===== src/rtl/iscore_pkg.sv =====
// Shared iscore definitions: transport state encoding and the
// beat/tempo widths shared with playing_notes_manager.
package iscore_pkg;

    localparam int NOTES_STATE_SIZE = 72;
    localparam int BEAT_BITS        = 7;
    localparam int TEMPO_BITS       = 24;
    localparam int SCAN_CYCLES      = NOTES_STATE_SIZE + 1;
    localparam int CLICK_CYCLES     = 1000;

    typedef enum logic [1:0] {
        IDLE    = 2'd0,
        PLAYING = 2'd1,
        PAUSED  = 2'd2,
        DONE    = 2'd3
    } xport_state_e;

endpackage


===== src/rtl/beat_timer.sv =====
// Loadable tick counter with enable, sync clear and terminal-count flag.
// Counts up (wrapping) or down (saturating at zero) depending on DOWN.
module beat_timer #(
    parameter int WIDTH = 24,
    parameter bit DOWN  = 1'b0
) (
    input  logic             clk,
    input  logic             rst_n,
    input  logic             clr,
    input  logic             load,
    input  logic [WIDTH-1:0] load_val,
    input  logic             en,
    input  logic [WIDTH-1:0] term,
    output logic             tc
);

    localparam logic [WIDTH-1:0] ONE = 1;

    logic [WIDTH-1:0] count;

    // Counter register: clear beats load beats enable.
    always_ff @(posedge clk or negedge rst_n) begin
        if (!rst_n) begin
            count <= '0;
        end else if (clr) begin
            count <= '0;
        end else if (load) begin
            count <= load_val;
        end else if (en) begin
            if (DOWN) begin
                if (count != '0) begin
                    count <= count - ONE;
                end
            end else begin
                count <= count + ONE;
            end
        end
    end

    assign tc = (count == term);

endmodule


===== src/rtl/beat_sequencer.sv =====
// Transport controller: tempo-driven beat strobes with play/pause/stop/loop.
// Optional metronome click output enabled by BEAT_SEQUENCER_METRONOME_EN.
module beat_sequencer #(
    parameter int BEAT_BITS   = iscore_pkg::BEAT_BITS,
    parameter int TEMPO_BITS  = iscore_pkg::TEMPO_BITS,
    parameter int SCAN_CYCLES = iscore_pkg::SCAN_CYCLES
`ifdef BEAT_SEQUENCER_METRONOME_EN
    ,
    parameter int CLICK_CYCLES = iscore_pkg::CLICK_CYCLES
`endif
) (
    input  logic                  clk,
    input  logic                  rst_n,
    input  logic                  play,
    input  logic                  pause,
    input  logic                  stop,
    input  logic                  loop_en,
    input  logic [BEAT_BITS-1:0]  song_len,
    input  logic [TEMPO_BITS-1:0] clks_per_beat,
    output logic [BEAT_BITS-1:0]  cur_beat,
    output logic                  new_beat,
    output logic                  notes_valid,
`ifdef BEAT_SEQUENCER_METRONOME_EN
    output logic                  metronome,
`endif
    output logic [1:0]            state
);

    import iscore_pkg::*;

    localparam logic [TEMPO_BITS-1:0] SCAN_T = TEMPO_BITS'(SCAN_CYCLES);
    localparam logic [TEMPO_BITS-1:0] ONE_T  = 1;
    localparam logic [BEAT_BITS:0]    ONE_B  = 1;

    xport_state_e          state_q;
    xport_state_e          state_n;
    logic [BEAT_BITS-1:0]  beat_q;
    logic [BEAT_BITS-1:0]  beat_n;
    logic                  nb_q;
    logic                  nb_n;
    logic [TEMPO_BITS-1:0] lat_q;
    logic [TEMPO_BITS-1:0] tempo_clamp;
    logic                  tick_clr;
    logic                  tick_en;
    logic                  tick_tc;
    logic                  settle_en;
    logic                  settle_tc;
    logic                  last_beat;

    // Beats shorter than the manager scan are stretched to the scan length.
    assign tempo_clamp = (clks_per_beat < SCAN_T) ? SCAN_T : clks_per_beat;

    // A shrunken song_len makes any beat at or past the end the last one.
    assign last_beat = ({1'b0, beat_q} + ONE_B) >= {1'b0, song_len};

    // Next-state and beat-advance decode; stop beats pause beats play.
    always_comb begin
        state_n  = state_q;
        beat_n   = beat_q;
        nb_n     = 1'b0;
        tick_clr = 1'b0;
        tick_en  = 1'b0;
        if (stop) begin
            state_n  = IDLE;
            beat_n   = '0;
            tick_clr = 1'b1;
        end else begin
            unique case (state_q)
                IDLE, DONE: begin
                    if (!pause && play && song_len != '0) begin
                        state_n  = PLAYING;
                        beat_n   = '0;
                        nb_n     = 1'b1;
                        tick_clr = 1'b1;
                    end
                end
                PLAYING: begin
                    if (pause) begin
                        state_n = PAUSED;
                    end else if (tick_tc) begin
                        tick_clr = 1'b1;
                        if (!last_beat) begin
                            beat_n = beat_q + ONE_B[BEAT_BITS-1:0];
                            nb_n   = 1'b1;
                        end else if (loop_en) begin
                            beat_n = '0;
                            nb_n   = 1'b1;
                        end else begin
                            state_n = DONE;
                        end
                    end else begin
                        tick_en = 1'b1;
                    end
                end
                PAUSED: begin
                    if (!pause && play) begin
                        state_n = PLAYING;
                    end
                end
                default: begin
                end
            endcase
        end
    end

    // Settle and click counters only run in live PLAYING cycles.
    assign settle_en = (state_q == PLAYING) && !stop && !pause;

    // Transport registers; tempo is captured with each new beat.
    always_ff @(posedge clk or negedge rst_n) begin
        if (!rst_n) begin
            state_q <= IDLE;
            beat_q  <= '0;
            nb_q    <= 1'b0;
            lat_q   <= SCAN_T;
        end else begin
            state_q <= state_n;
            beat_q  <= beat_n;
            nb_q    <= nb_n;
            if (nb_n) begin
                lat_q <= tempo_clamp;
            end
        end
    end

    beat_timer #(
        .WIDTH (TEMPO_BITS),
        .DOWN  (1'b0)
    ) u_tick (
        .clk      (clk),
        .rst_n    (rst_n),
        .clr      (tick_clr),
        .load     (1'b0),
        .load_val ('0),
        .en       (tick_en),
        .term     (lat_q - ONE_T),
        .tc       (tick_tc)
    );

    beat_timer #(
        .WIDTH (TEMPO_BITS),
        .DOWN  (1'b1)
    ) u_settle (
        .clk      (clk),
        .rst_n    (rst_n),
        .clr      (stop),
        .load     (nb_n),
        .load_val (SCAN_T),
        .en       (settle_en),
        .term     ('0),
        .tc       (settle_tc)
    );

    assign cur_beat    = beat_q;
    assign new_beat    = nb_q;
    assign state       = state_q;
    assign notes_valid = settle_tc &&
                         (state_q == PLAYING || state_q == PAUSED);

`ifdef BEAT_SEQUENCER_METRONOME_EN
    localparam logic [TEMPO_BITS-1:0] CLICK_T = TEMPO_BITS'(CLICK_CYCLES);

    logic [TEMPO_BITS-1:0] click_len;
    logic                  click_tc;

    // Click never spans a whole beat so each beat starts a fresh pulse.
    assign click_len = ((tempo_clamp - ONE_T) < CLICK_T) ?
                       (tempo_clamp - ONE_T) : CLICK_T;

    beat_timer #(
        .WIDTH (TEMPO_BITS),
        .DOWN  (1'b1)
    ) u_click (
        .clk      (clk),
        .rst_n    (rst_n),
        .clr      (stop),
        .load     (nb_n),
        .load_val (click_len),
        .en       (settle_en),
        .term     ('0),
        .tc       (click_tc)
    );

    assign metronome = (state_q == PLAYING) && !click_tc;
`endif

endmodule


===== config.mk =====
export PLATFORM = sky130hd
export DESIGN_NAME = beat_sequencer
export DESIGN_NICKNAME = d
export VERILOG_FILES = /design/src/rtl/iscore_pkg.sv /design/src/rtl/beat_timer.sv /design/src/rtl/beat_sequencer.sv
export SDC_FILE = /design/constraint.sdc
export NUM_CORES = 1
export LEC_CHECK = 0
export ABC_AREA = 0
export BUFFER_PORTS_ARGS = -buffer_cell sky130_fd_sc_hd__buf_2
export CORE_MARGIN = 1
export CORE_UTILIZATION = 54
export DETAILED_ROUTE_END_ITERATION = 10
export PLACE_DENSITY = 0.71
export SYNTH_ARGS = -nofsm -noshare
export SYNTH_HDL_FRONTEND = slang
export SYNTH_SLANG_ARGS = --single-unit

===== constraint.sdc =====
create_clock -name clk -period 4.1 [get_ports clk]
set_clock_uncertainty 0.05 [all_clocks]
set_input_delay 0.82 -clock clk [delete_from_list [all_inputs] [get_ports clk]]
set_output_delay 0.82 -clock clk [all_outputs]
set_load 0.03 [all_outputs]

After elaboration in Yosys (flattened, before gate mapping)
Cells that the tools add are included.
- input port bits: 37
- register bits: 82
- output and inout bits: 11
- word-level logic and storage cells: 82
- muxes and demuxes: 37
- equality and inequality tests: 12
- reductions and logical operators: 20
- $add $sub $neg: 5
- $lt $le $gt $ge: 2
- operators with widths (kind ; number):
    $mux W24 ; 7
    $sub A24 B1 Y24 const B ; 2
    $mux W7 ; 6
    $add A24 B1 Y24 const B ; 1
    $eq A24 B24 Y1 ; 1
    $logic_not A24 Y1 ; 1
    $lt A24 B7 Y1 const B ; 1
    $reduce_bool A24 Y1 ; 1
    $ne A4 B4 Y1 const B ; 4
    $mux W2 ; 7
    $pmux W7 S2 ; 1
    $mux W1 ; 13
    $ne A3 B3 Y1 const B ; 4
    $reduce_and A5 Y1 ; 2
    $reduce_bool A3 Y1 ; 3
    $add A7 B1 Y8 const B ; 1
    $ge A8 B7 Y1 ; 1
    $add A7 B1 Y7 const B ; 1
    $reduce_bool A7 Y1 ; 1
    $pmux W2 S3 ; 1
    $logic_and A1 B1 Y1 ; 5
    $eq A2 B2 Y1 const B ; 2
    $pmux W1 S2 ; 2
    $eq A2 B1 Y1 const B ; 1
    6 further kinds ; 7

Depth between registers and ports, before layout
Gate-level depths: netlist (run 1).
- depth in word-level cells: 9
- gate-level depth with buffers: 12
- mapped depth without buffers: 11

By module
A second synthesis (run 1) with hierarchy kept.
- cells, all modules: 674
- area total of the unflattened synthesis: 6169.7 µm²
- modules (own cells, without submodules) (module ; area an instance (µm²) ; instances ; seq. area each (µm²) ; cells an instance):
    beat_sequencer ; 2439.8 ; 1 ; 854.6 ; 234
    beat_timer (u_settle) ; 1931.9 ; 1 ; 600.6 ; 224
    beat_timer (u_tick) ; 1798.0 ; 1 ; 600.6 ; 216

Worst setup path before layout (run 1)
No wires, ideal clock.
- kind: register to register
- start: register lat_q[1]
- end: register lat_q[10]
- cell stages (with the launch flop): 12
- data required time: 3.925 ns
- clock period less this slack: 3.181 ns
- setup time: 0.125 ns
- data arrival time: 3.006 ns
- slack: 0.919 ns
- path buffers: 1
- cell sequence: dfrtp_1 inv_1 ha_1 nor3b_1 nand2_1 or4_1 o311ai_2 and4_4 o2111ai_4 a21o_4 buf_8 mux2_4
- word-level cells in the longest chain between the ends: 6
- RTL lines (item ; line ; RTL):
    start: declaration ; beat_sequencer.sv:41 ; logic [TEMPO_BITS-1:0] lat_q;
    start signal: assignment ; beat_sequencer.sv:121 ; lat_q <= tempo_clamp;
    $sub A24 B1 Y24 ; beat_sequencer.sv:136 ; .term (lat_q - ONE_T),
    $eq A24 B24 Y1 ; beat_timer.sv:40 ; assign tc = (count == term);
    $mux W1 ; beat_sequencer.sv:80 ; end else if (tick_tc) begin
    $mux W1 ; beat_sequencer.sv:78 ; if (pause) begin
    $pmux W1 S2 ; beat_sequencer.sv:68 ; unique case (state_q)
    $mux W1 ; beat_sequencer.sv:63 ; if (stop) begin
No other way between the ends.
A chain may end at the register's enable or synchronous reset.

Worst setup path after layout (run 1)
- start: register lat_q[1]
- end: register lat_q[22]
The elaborated chain is that of the path after synthesis.

==> results of run 1 <==
## through the flow
step	instances	area [µm²]	power [µW]
after floorplan	571	5420	2070
after global placement	733	5750	2270
after detailed placement	733	5750	2330
after CTS	748	5920	2870
after global routing	748	5920	3050
final	748	5920	2850
## layer usage
metal / wire (µm) / track usage [%] / vias up
met5: 0 / 0 / -
met4: 354 / 10.5 / 0
met3: 461 / 2.67 / 31
met2: 6060 / 42.6 / 109
met1: 5410 / 34.0 / 2237
li1: - / - / 2174
## report_power, final
part	leakage [µW]	internal [µW]	switching, µW
combinational	0.00140	512	563
sequential	0.00107	999	245
clock	0.0000814	234	299
## worst reg2reg max path, cell delays in order, from the launching register on
cell                        delay (ps)
sky130_fd_sc_hd__dfrtp_1           440
sky130_fd_sc_hd__inv_1              90
sky130_fd_sc_hd__ha_1              240
sky130_fd_sc_hd__nor3b_1           530
sky130_fd_sc_hd__nand4_1           290
sky130_fd_sc_hd__or4_1             470
sky130_fd_sc_hd__a22oi_1           250
sky130_fd_sc_hd__and4_4            310
sky130_fd_sc_hd__o2111ai_4         160
sky130_fd_sc_hd__a21o_4            380
sky130_fd_sc_hd__mux2_4            350
## worst paths after layout
kind                            slack (ps)  startpoint                 to
worst max-delay path                   420    lat_q[1]          lat_q[22]
worst min-delay path                   460    lat_q[6]           lat_q[6]
worst max register to register         420    lat_q[1]          lat_q[22]
worst min register to register         460    lat_q[6]           lat_q[6]
max in group asynchronous             2750       rst_n  u_settle.count[1]
min in group asynchronous              580       rst_n          lat_q[18]
## kinds of logic (layout without fill, tap and decap cells)
logic type      after synthesis  in the layout
flops                        82             82
compound gates              106            106
buf+inv                      41             85
xor+xnor                     71             71
mux                          24             24
simple gates                233            233
fa+ha+maj                    14             14
## sequential cells by signal, indices dropped and copies added, names as in the netlist
| register | count |
|---|---|
| u_tick.count | 24 |
| new_beat | 1 |
| lat_q | 24 |
| cur_beat | 7 |
| state | 2 |
| u_settle.count | 24 |
## cell usage in the layout, fill, tap and decap left out, types with 5 or more instances in the layout
cell type | synthesis | final
sky130_fd_sc_hd__nor2_1 | 48 | 48
sky130_fd_sc_hd__nand2_1 | 29 | 29
sky130_fd_sc_hd__buf_4 | 1 | 7
sky130_fd_sc_hd__nand2b_1 | 13 | 13
sky130_fd_sc_hd__nand4_1 | 12 | 12
sky130_fd_sc_hd__inv_1 | 17 | 17
sky130_fd_sc_hd__dfrtp_1 | 79 | 79
sky130_fd_sc_hd__nor2b_1 | 9 | 9
sky130_fd_sc_hd__nand3_1 | 16 | 16
sky130_fd_sc_hd__a211oi_1 | 5 | 5
sky130_fd_sc_hd__and2_1 | 5 | 5
sky130_fd_sc_hd__nor4_1 | 13 | 13
sky130_fd_sc_hd__o31ai_1 | 8 | 8
sky130_fd_sc_hd__ha_1 | 14 | 14
sky130_fd_sc_hd__nor3_1 | 35 | 35
sky130_fd_sc_hd__xor2_1 | 34 | 34
sky130_fd_sc_hd__o21ai_0 | 28 | 28
sky130_fd_sc_hd__mux2i_1 | 7 | 7
sky130_fd_sc_hd__xnor2_1 | 37 | 37
sky130_fd_sc_hd__o2111ai_1 | 7 | 7
sky130_fd_sc_hd__or3_1 | 7 | 7
sky130_fd_sc_hd__and3_1 | 8 | 8
sky130_fd_sc_hd__clkbuf_8 | 0 | 10
sky130_fd_sc_hd__buf_2 | 6 | 46
sky130_fd_sc_hd__o211ai_1 | 9 | 9
sky130_fd_sc_hd__or4_1 | 14 | 14
sky130_fd_sc_hd__a21oi_1 | 18 | 18
sky130_fd_sc_hd__mux2_4 | 16 | 16
## cell type report
type / count / area (µm²)
clock buffer: 11 / 141
multi-input combinational: 448 / 3180
fill: 877 / 3810
sequential: 82 / 2060
inverter: 17 / 63.8
tap: 133 / 166
clock inverter: 4 / 28.8
timing repair buffer: 53 / 283
==> run_summary.xml, run 1 <==
<?xml version="1.0" encoding="UTF-8"?>
<metrics>
  <group name="run_status">
    <metric name="run_status" unit="">completed</metric>
  </group>
  <group name="global_route">
    <metric name="grt_antenna_before_repair" unit="">0</metric>
    <metric name="number_of_global_route_vias_before_repair" unit="">4379</metric>
    <metric name="grt.total_usage" unit="%">25.5</metric>
    <metric name="grt_pass1_wl" unit="mm">21.0</metric>
    <metric name="pin_count_of_the_biggest_net_entering_global_routing" unit="">83</metric>
    <metric name="grt_remaining_overflow" unit="">0</metric>
  </group>
  <group name="synthesis">
    <metric name="ys_warn_count" unit="">0</metric>
    <metric name="post_synth_num_cell_types" unit="">71</metric>
    <metric name="yosysMostFrequentCell" unit="">sky130_fd_sc_hd__dfrtp_1</metric>
    <metric name="post_synth_instance_area" unit="µm²">5420</metric>
    <metric name="syn_nets" unit="">622</metric>
    <metric name="synth_seq_area_share" unit="%">38.0</metric>
    <metric name="synth_mux_area_share" unit="%">5.94</metric>
    <metric name="synthSimpleGateAreaFrac" unit="%">23.8</metric>
    <metric name="post_synth_xor_area_fraction" unit="%">11.5</metric>
    <metric name="synth_enable_flop_cells" unit="">0</metric>
    <metric name="synthCells" unit="">571</metric>
    <metric name="synth.ff_latch_count" unit="">82</metric>
    <metric name="synth.largest_area_cell" unit="">sky130_fd_sc_hd__dfrtp_1</metric>
    <metric name="synth-adder-area-share" unit="%">3.23</metric>
    <metric name="synth_largest_type_area_fraction" unit="%">36.5</metric>
    <metric name="synth_commonest_cells" unit="">sky130_fd_sc_hd__dfrtp_1 (79), sky130_fd_sc_hd__nor2_1 (48), sky130_fd_sc_hd__xnor2_1 (37), sky130_fd_sc_hd__nor3_1 (35), sky130_fd_sc_hd__xor2_1 (34)</metric>
    <metric name="syn-mean-instance-area" unit="µm²">9.48</metric>
    <metric name="synth_top_family_by_area" unit="">simple AND/OR/NAND/NOR gates</metric>
    <metric name="postSynth.topFlopCell" unit="">sky130_fd_sc_hd__dfrtp_1</metric>
    <metric name="synth_compound_area_share" unit="%">14.0</metric>
    <metric name="yosys-top-cells-area" unit="">sky130_fd_sc_hd__dfrtp_1 (37%), sky130_fd_sc_hd__xnor2_1 (6.0%), sky130_fd_sc_hd__xor2_1 (5.5%), sky130_fd_sc_hd__mux2_4 (4.4%), sky130_fd_sc_hd__nor2_1 (3.3%)</metric>
    <metric name="synthArstFlopShare" unit="%">100</metric>
  </group>
  <group name="sta">
    <metric name="timing.final.hold_violations" unit="">0</metric>
    <metric name="worst_pin_slew" unit="ps">1020</metric>
    <metric name="final_critical_path_setup_slack" unit="ps">418</metric>
    <metric name="layout_worst_path_cycle_share" unit="%">89.8</metric>
    <metric name="timing.hold.ws" unit="ps">463</metric>
    <metric name="rsz_0062_raised_after_global_routing" unit="">no</metric>
    <metric name="setup-violations-final" unit="">0</metric>
    <metric name="final_period_minus_worst_setup_slack" unit="ps">3680</metric>
    <metric name="tns" unit="ps">0</metric>
    <metric name="max_freq" unit="MHz">272</metric>
    <metric name="final-max-slew-violation-count" unit="">0</metric>
    <metric name="max_slew_margin_vs_limit" unit="%">31.7</metric>
  </group>
  <group name="setup_path">
    <metric name="startpoint_type" unit="">flop</metric>
    <metric name="crit_path_end_kind" unit="">flop</metric>
    <metric name="cp_max_delay_cell" unit="">sky130_fd_sc_hd__nor3b_1</metric>
    <metric name="critPathMaxFanout" unit="">21</metric>
    <metric name="crit_type" unit="">reg2reg</metric>
    <metric name="critical-path-max-stage-delay" unit="ps">530</metric>
    <metric name="cp.depth" unit="">10</metric>
    <metric name="worstRegToRegCells" unit="">10</metric>
    <metric name="worst_ep_arrival_time" unit="ps">3870</metric>
    <metric name="critical_path_buf_inv_count" unit="">1</metric>
    <metric name="worstPathRequired" unit="ps">4290</metric>
    <metric name="critical_path.cell_chain" unit="">inv_1 -&gt; ha_1 -&gt; nor3b_1 -&gt; nand4_1 -&gt; or4_1 -&gt; a22oi_1 -&gt; and4_4 -&gt; o2111ai_4 -&gt; a21o_4 -&gt; mux2_4</metric>
    <metric name="cpLargestDelayFamily" unit="">simple AND/OR/NAND/NOR gates</metric>
  </group>
  <group name="clock_tree">
    <metric name="postCtsHoldBufs" unit="">0</metric>
    <metric name="clock_latency" unit="ps">360</metric>
    <metric name="tritoncts" unit="">yes</metric>
    <metric name="post_cts_resized" unit="">0</metric>
    <metric name="clockRootBuffer" unit="">sky130_fd_sc_hd__clkbuf_8</metric>
    <metric name="postCtsSetupBuffers" unit="">0</metric>
    <metric name="ctsLongestPathBuffers" unit="">2</metric>
    <metric name="tritoncts.num_buffers" unit="">9</metric>
    <metric name="clkSlewWorstSetupHoldPaths" unit="ps">80</metric>
    <metric name="number_of_levels_in_the_clock_h_tree" unit="">3</metric>
    <metric name="cts_sinks" unit="">82</metric>
  </group>
  <group name="worst_hold_path">
    <metric name="whs_path_depth" unit="">2</metric>
    <metric name="timing.hold.worst.class" unit="">reg2reg</metric>
  </group>
  <group name="die">
    <metric name="initial_standard_cell_utilization_of_the_core" unit="%">55.7</metric>
    <metric name="die_height" unit="µm">102</metric>
    <metric name="fp.coreArea" unit="µm²">9730</metric>
    <metric name="number_of_placement_rows" unit="">36</metric>
    <metric name="die-area" unit="µm²">10400</metric>
    <metric name="die_x" unit="µm">102</metric>
    <metric name="ioPinCount" unit="">48</metric>
  </group>
  <group name="place">
    <metric name="placement.setup.worst_slack" unit="ps">512</metric>
    <metric name="dpl.hpwl" unit="mm">8.98</metric>
    <metric name="port-buffer-count" unit="">47</metric>
    <metric name="gp_congestion" unit="">0.860</metric>
  </group>
  <group name="job">
    <metric name="max_cap_viol_count" unit="">0</metric>
  </group>
  <group name="power_and_ir_drop">
    <metric name="irDropWorstVdd" unit="mV">0.333</metric>
    <metric name="leak" unit="µW">0.00255</metric>
    <metric name="power-per-cell-area" unit="nW/µm²">482</metric>
  </group>
  <group name="final_layout">
    <metric name="flow.area_growth_from_synthesis" unit="%">9.27</metric>
    <metric name="diodes" unit="">0</metric>
    <metric name="drive_above_1_share" unit="%">16.6</metric>
    <metric name="final_core_util" unit="%">60.8</metric>
    <metric name="final_nets" unit="">662</metric>
  </group>
  <group name="drt">
    <metric name="detail_route.wl_per_cell" unit="µm">16.4</metric>
    <metric name="drt-pass1-iter-count" unit="">5</metric>
    <metric name="post_drt_via_cell_ratio" unit="">6.08</metric>
    <metric name="wl" unit="mm">12.3</metric>
    <metric name="via_count" unit="">4551</metric>
    <metric name="ant_nets" unit="">0</metric>
    <metric name="drc" unit="">0</metric>
    <metric name="drtIter0Drc" unit="">235</metric>
  </group>
</metrics>
(Power assumes the default switching activity.)
==> run 2, diff against run 1 <==
Settings changed: CORE_UTILIZATION 54 to 39, PLACE_DENSITY 0.71 to 0.54.
==> run 2 against run 1 <==
Sequential share of layout area is 1.2 points lower. Non-clock buffer count is 3 higher. Clock power is 55% higher. First-iteration DRC count is 0.85% higher. Combinational power hardly changed. Register-to-register slack better by 160 ps. Largest cell class unchanged. Largest power group unchanged.
==> run_summary.xml, run 2 (synthesis results as in run 1) <==
<?xml version="1.0" encoding="UTF-8"?>
<metrics>
  <group name="run_status">
    <metric name="run_status" unit="">completed</metric>
  </group>
  <group name="clock_tree">
    <metric name="postCtsHoldBufs" unit="">0</metric>
    <metric name="clock_latency" unit="ps">340</metric>
    <metric name="post_cts_resized" unit="">0</metric>
    <metric name="tritoncts.num_buffers" unit="">9</metric>
    <metric name="ctsLongestPathBuffers" unit="">2</metric>
    <metric name="postCtsSetupBuffers" unit="">0</metric>
    <metric name="clkSlewWorstSetupHoldPaths" unit="ps">60</metric>
    <metric name="tritoncts" unit="">yes</metric>
    <metric name="number_of_levels_in_the_clock_h_tree" unit="">3</metric>
    <metric name="cts_sinks" unit="">82</metric>
    <metric name="clockRootBuffer" unit="">sky130_fd_sc_hd__clkbuf_16</metric>
  </group>
  <group name="drt">
    <metric name="via_count" unit="">4386</metric>
    <metric name="met3_wirelength" unit="µm">304</metric>
    <metric name="drc" unit="">0</metric>
    <metric name="drt-pass1-iter-count" unit="">4</metric>
    <metric name="top_layer_used" unit="">met4</metric>
    <metric name="wl" unit="mm">13.0</metric>
    <metric name="detail_route.wl_per_cell" unit="µm">16.3</metric>
    <metric name="drt-met1-wl" unit="mm">6.02</metric>
    <metric name="drtIter0Drc" unit="">237</metric>
    <metric name="detailroute.wirelength.met2" unit="mm">6.41</metric>
    <metric name="ant_nets" unit="">0</metric>
    <metric name="post_drt_via_cell_ratio" unit="">5.52</metric>
  </group>
  <group name="setup_path">
    <metric name="worstRegToRegCells" unit="">10</metric>
    <metric name="worst_flop_to_flop_path_endpoint" unit="">lat_q[19]</metric>
    <metric name="critical_path.cell_chain" unit="">inv_1 -&gt; ha_1 -&gt; nor3b_2 -&gt; nand2_1 -&gt; or4_1 -&gt; o311ai_2 -&gt; and4_4 -&gt; o2111ai_4 -&gt; a21o_4 -&gt; mux2_4</metric>
    <metric name="startpoint_type" unit="">flop</metric>
    <metric name="critical-path-max-stage-delay" unit="ps">600</metric>
    <metric name="cp_max_delay_cell" unit="">sky130_fd_sc_hd__or4_1</metric>
    <metric name="crit_type" unit="">reg2reg</metric>
    <metric name="reg2reg_slack" unit="ps">580</metric>
    <metric name="worst_ep_arrival_time" unit="ps">3690</metric>
    <metric name="crit_path_end_kind" unit="">flop</metric>
    <metric name="critical_path_buf_inv_count" unit="">1</metric>
    <metric name="critical_path.reg2reg.startpoint" unit="">lat_q[1]</metric>
    <metric name="critPathMaxFanout" unit="">21</metric>
    <metric name="worstPathRequired" unit="ps">4270</metric>
    <metric name="cpLargestDelayFamily" unit="">simple AND/OR/NAND/NOR gates</metric>
  </group>
  <group name="sta">
    <metric name="setup-violations-final" unit="">0</metric>
    <metric name="timing.hold.ws" unit="ps">458</metric>
    <metric name="timing.final.hold_violations" unit="">0</metric>
    <metric name="tns" unit="ps">0</metric>
    <metric name="max_slew_margin_vs_limit" unit="%">34.7</metric>
    <metric name="layout_worst_path_cycle_share" unit="%">85.9</metric>
    <metric name="worst_pin_slew" unit="ps">980</metric>
    <metric name="final-max-slew-violation-count" unit="">0</metric>
    <metric name="rsz_0062_raised_after_global_routing" unit="">no</metric>
    <metric name="final_period_minus_worst_setup_slack" unit="ps">3520</metric>
    <metric name="max_freq" unit="MHz">284</metric>
  </group>
  <group name="worst_hold_path">
    <metric name="whs_path_depth" unit="">2</metric>
    <metric name="timing.hold.worst.class" unit="">reg2reg</metric>
    <metric name="timing.hold.worst.start" unit="">lat_q[6]</metric>
    <metric name="holdPathEnd" unit="">lat_q[6]</metric>
  </group>
  <group name="power_and_ir_drop">
    <metric name="power-per-cell-area" unit="nW/µm²">511</metric>
    <metric name="leak" unit="µW">0.00263</metric>
    <metric name="share_comb_of_total_power" unit="%">33.9</metric>
    <metric name="clockPowerShare" unit="%">26.3</metric>
    <metric name="sw_frac_of_total" unit="%">35.5</metric>
    <metric name="seqPwrFrac" unit="%">39.8</metric>
    <metric name="irDropWorstVdd" unit="mV">0.312</metric>
    <metric name="power.net_switching" unit="µW">1110</metric>
    <metric name="cell_internal_pwr" unit="µW">2020</metric>
  </group>
  <group name="die">
    <metric name="die_x" unit="µm">120</metric>
    <metric name="number_of_placement_rows" unit="">42</metric>
    <metric name="initial_standard_cell_utilization_of_the_core" unit="%">40.4</metric>
    <metric name="fp.coreArea" unit="µm²">13400</metric>
    <metric name="ioPinCount" unit="">48</metric>
    <metric name="die-area" unit="µm²">14400</metric>
    <metric name="die_height" unit="µm">120</metric>
  </group>
  <group name="final_layout">
    <metric name="drive_above_1_share" unit="%">17.0</metric>
    <metric name="layout_commonest_cell" unit="">sky130_fd_sc_hd__dfrtp_1</metric>
    <metric name="diodes" unit="">0</metric>
    <metric name="flow.area_growth_from_synthesis" unit="%">13.1</metric>
    <metric name="biggestRegsByFlops" unit="">lat_q: 24 flops, u_settle.count: 24 flops, u_tick.count: 24 flops</metric>
    <metric name="final_nets" unit="">665</metric>
    <metric name="final_cell_mix" unit="">sky130_fd_sc_hd__dfrtp_1 (79), sky130_fd_sc_hd__nor2_1 (48), sky130_fd_sc_hd__buf_2 (46)</metric>
  </group>
  <group name="global_route">
    <metric name="grt_remaining_overflow" unit="">0</metric>
    <metric name="pin_count_of_the_biggest_net_entering_global_routing" unit="">76</metric>
    <metric name="grt_pass1_wl" unit="mm">22.4</metric>
    <metric name="number_of_global_route_vias_before_repair" unit="">4437</metric>
    <metric name="grt_antenna_before_repair" unit="">0</metric>
    <metric name="grt.total_usage" unit="%">19.8</metric>
  </group>
  <group name="job">
    <metric name="max_cap_viol_count" unit="">0</metric>
  </group>
  <group name="place">
    <metric name="dpl.hpwl" unit="mm">9.46</metric>
    <metric name="port-buffer-count" unit="">47</metric>
    <metric name="gp_congestion" unit="">0.814</metric>
  </group>
</metrics>
run 2: changes by cell type in the layout (fill, tap and decap cells not counted):
cell,previous run,this run
sky130_fd_sc_hd__clkinv_4,1,0
sky130_fd_sc_hd__clkbuf_16,0,9
sky130_fd_sc_hd__nor3b_1,2,1
sky130_fd_sc_hd__clkbuf_8,10,2
sky130_fd_sc_hd__bufinv_16,0,1
sky130_fd_sc_hd__clkinvlp_4,2,0
sky130_fd_sc_hd__buf_4,7,10
sky130_fd_sc_hd__nor3b_2,0,1
sky130_fd_sc_hd__clkbuf_1,1,3
run 2: how the worst max path moves through the flow:
stage | start | endpoint | slack [ps] | depth (start not counted)
5_1_grt | lat_q[7] | u_tick.count[23] | 290 | 9
3_3_place_gp | lat_q[1] | lat_q[7] | 530 | 9
3_5_place_dp | lat_q[1] | lat_q[19] | 440 | 10
4_1_cts | lat_q[1] | lat_q[19] | 400 | 10
6_report | lat_q[1] | lat_q[19] | 580 | 10
2_1_floorplan | lat_q[1] | lat_q[10] | 920 | 11
run 2: final cells by class:
type	count	area (µm²)
clock inverters	2	35.0
fillers	1318	7270
clock buffers	14	264
well taps	176	220
repair buffers	56	305
flip-flops and latches	82	2060
multi-input cells	448	3180
inverters	17	63.8
run 2: layer usage:
layer / vias up / global-route usage [%]
li1: 2186 / -
met1: 2139 / 25.3
met2: 47 / 33.4
met3: 14 / 3.52
met4: 0 / 7.11
met5: - / 0
run 2: power by group through the flow:
stage | Clock, µW | Sequential [µW] | Combinational (µW)
after floorplan | 0 | 1180 | 889
after global placement | 0 | 1250 | 1050
after detailed placement | 0 | 1260 | 1060
after CTS | 852 | 1240 | 1070
after global routing | 877 | 1280 | 1200
final | 824 | 1250 | 1060
run 2: worst reg2reg max path, cell delays in order (launching register included):
cell and delay [ps]:
sky130_fd_sc_hd__dfrtp_1 430, sky130_fd_sc_hd__inv_1 100, sky130_fd_sc_hd__ha_1 250, sky130_fd_sc_hd__nor3b_2 350, sky130_fd_sc_hd__nand2_1 260, sky130_fd_sc_hd__or4_1 600
sky130_fd_sc_hd__o311ai_2 110, sky130_fd_sc_hd__and4_4 330, sky130_fd_sc_hd__o2111ai_4 170, sky130_fd_sc_hd__a21o_4 390, sky130_fd_sc_hd__mux2_4 360
run 2: per-stage QoR:
stage	std cells	setup slack [ps]	total power (µW)	area [µm²]	utilization [%]
final	795	578	3130	6130	45.7
after detailed placement	779	444	2310	5820	43.5
after global placement	779	528	2300	5820	43.5
after CTS	795	400	3160	6120	45.7
after global routing	795	290	3360	6130	45.7
after floorplan	571	919	2070	5420	-
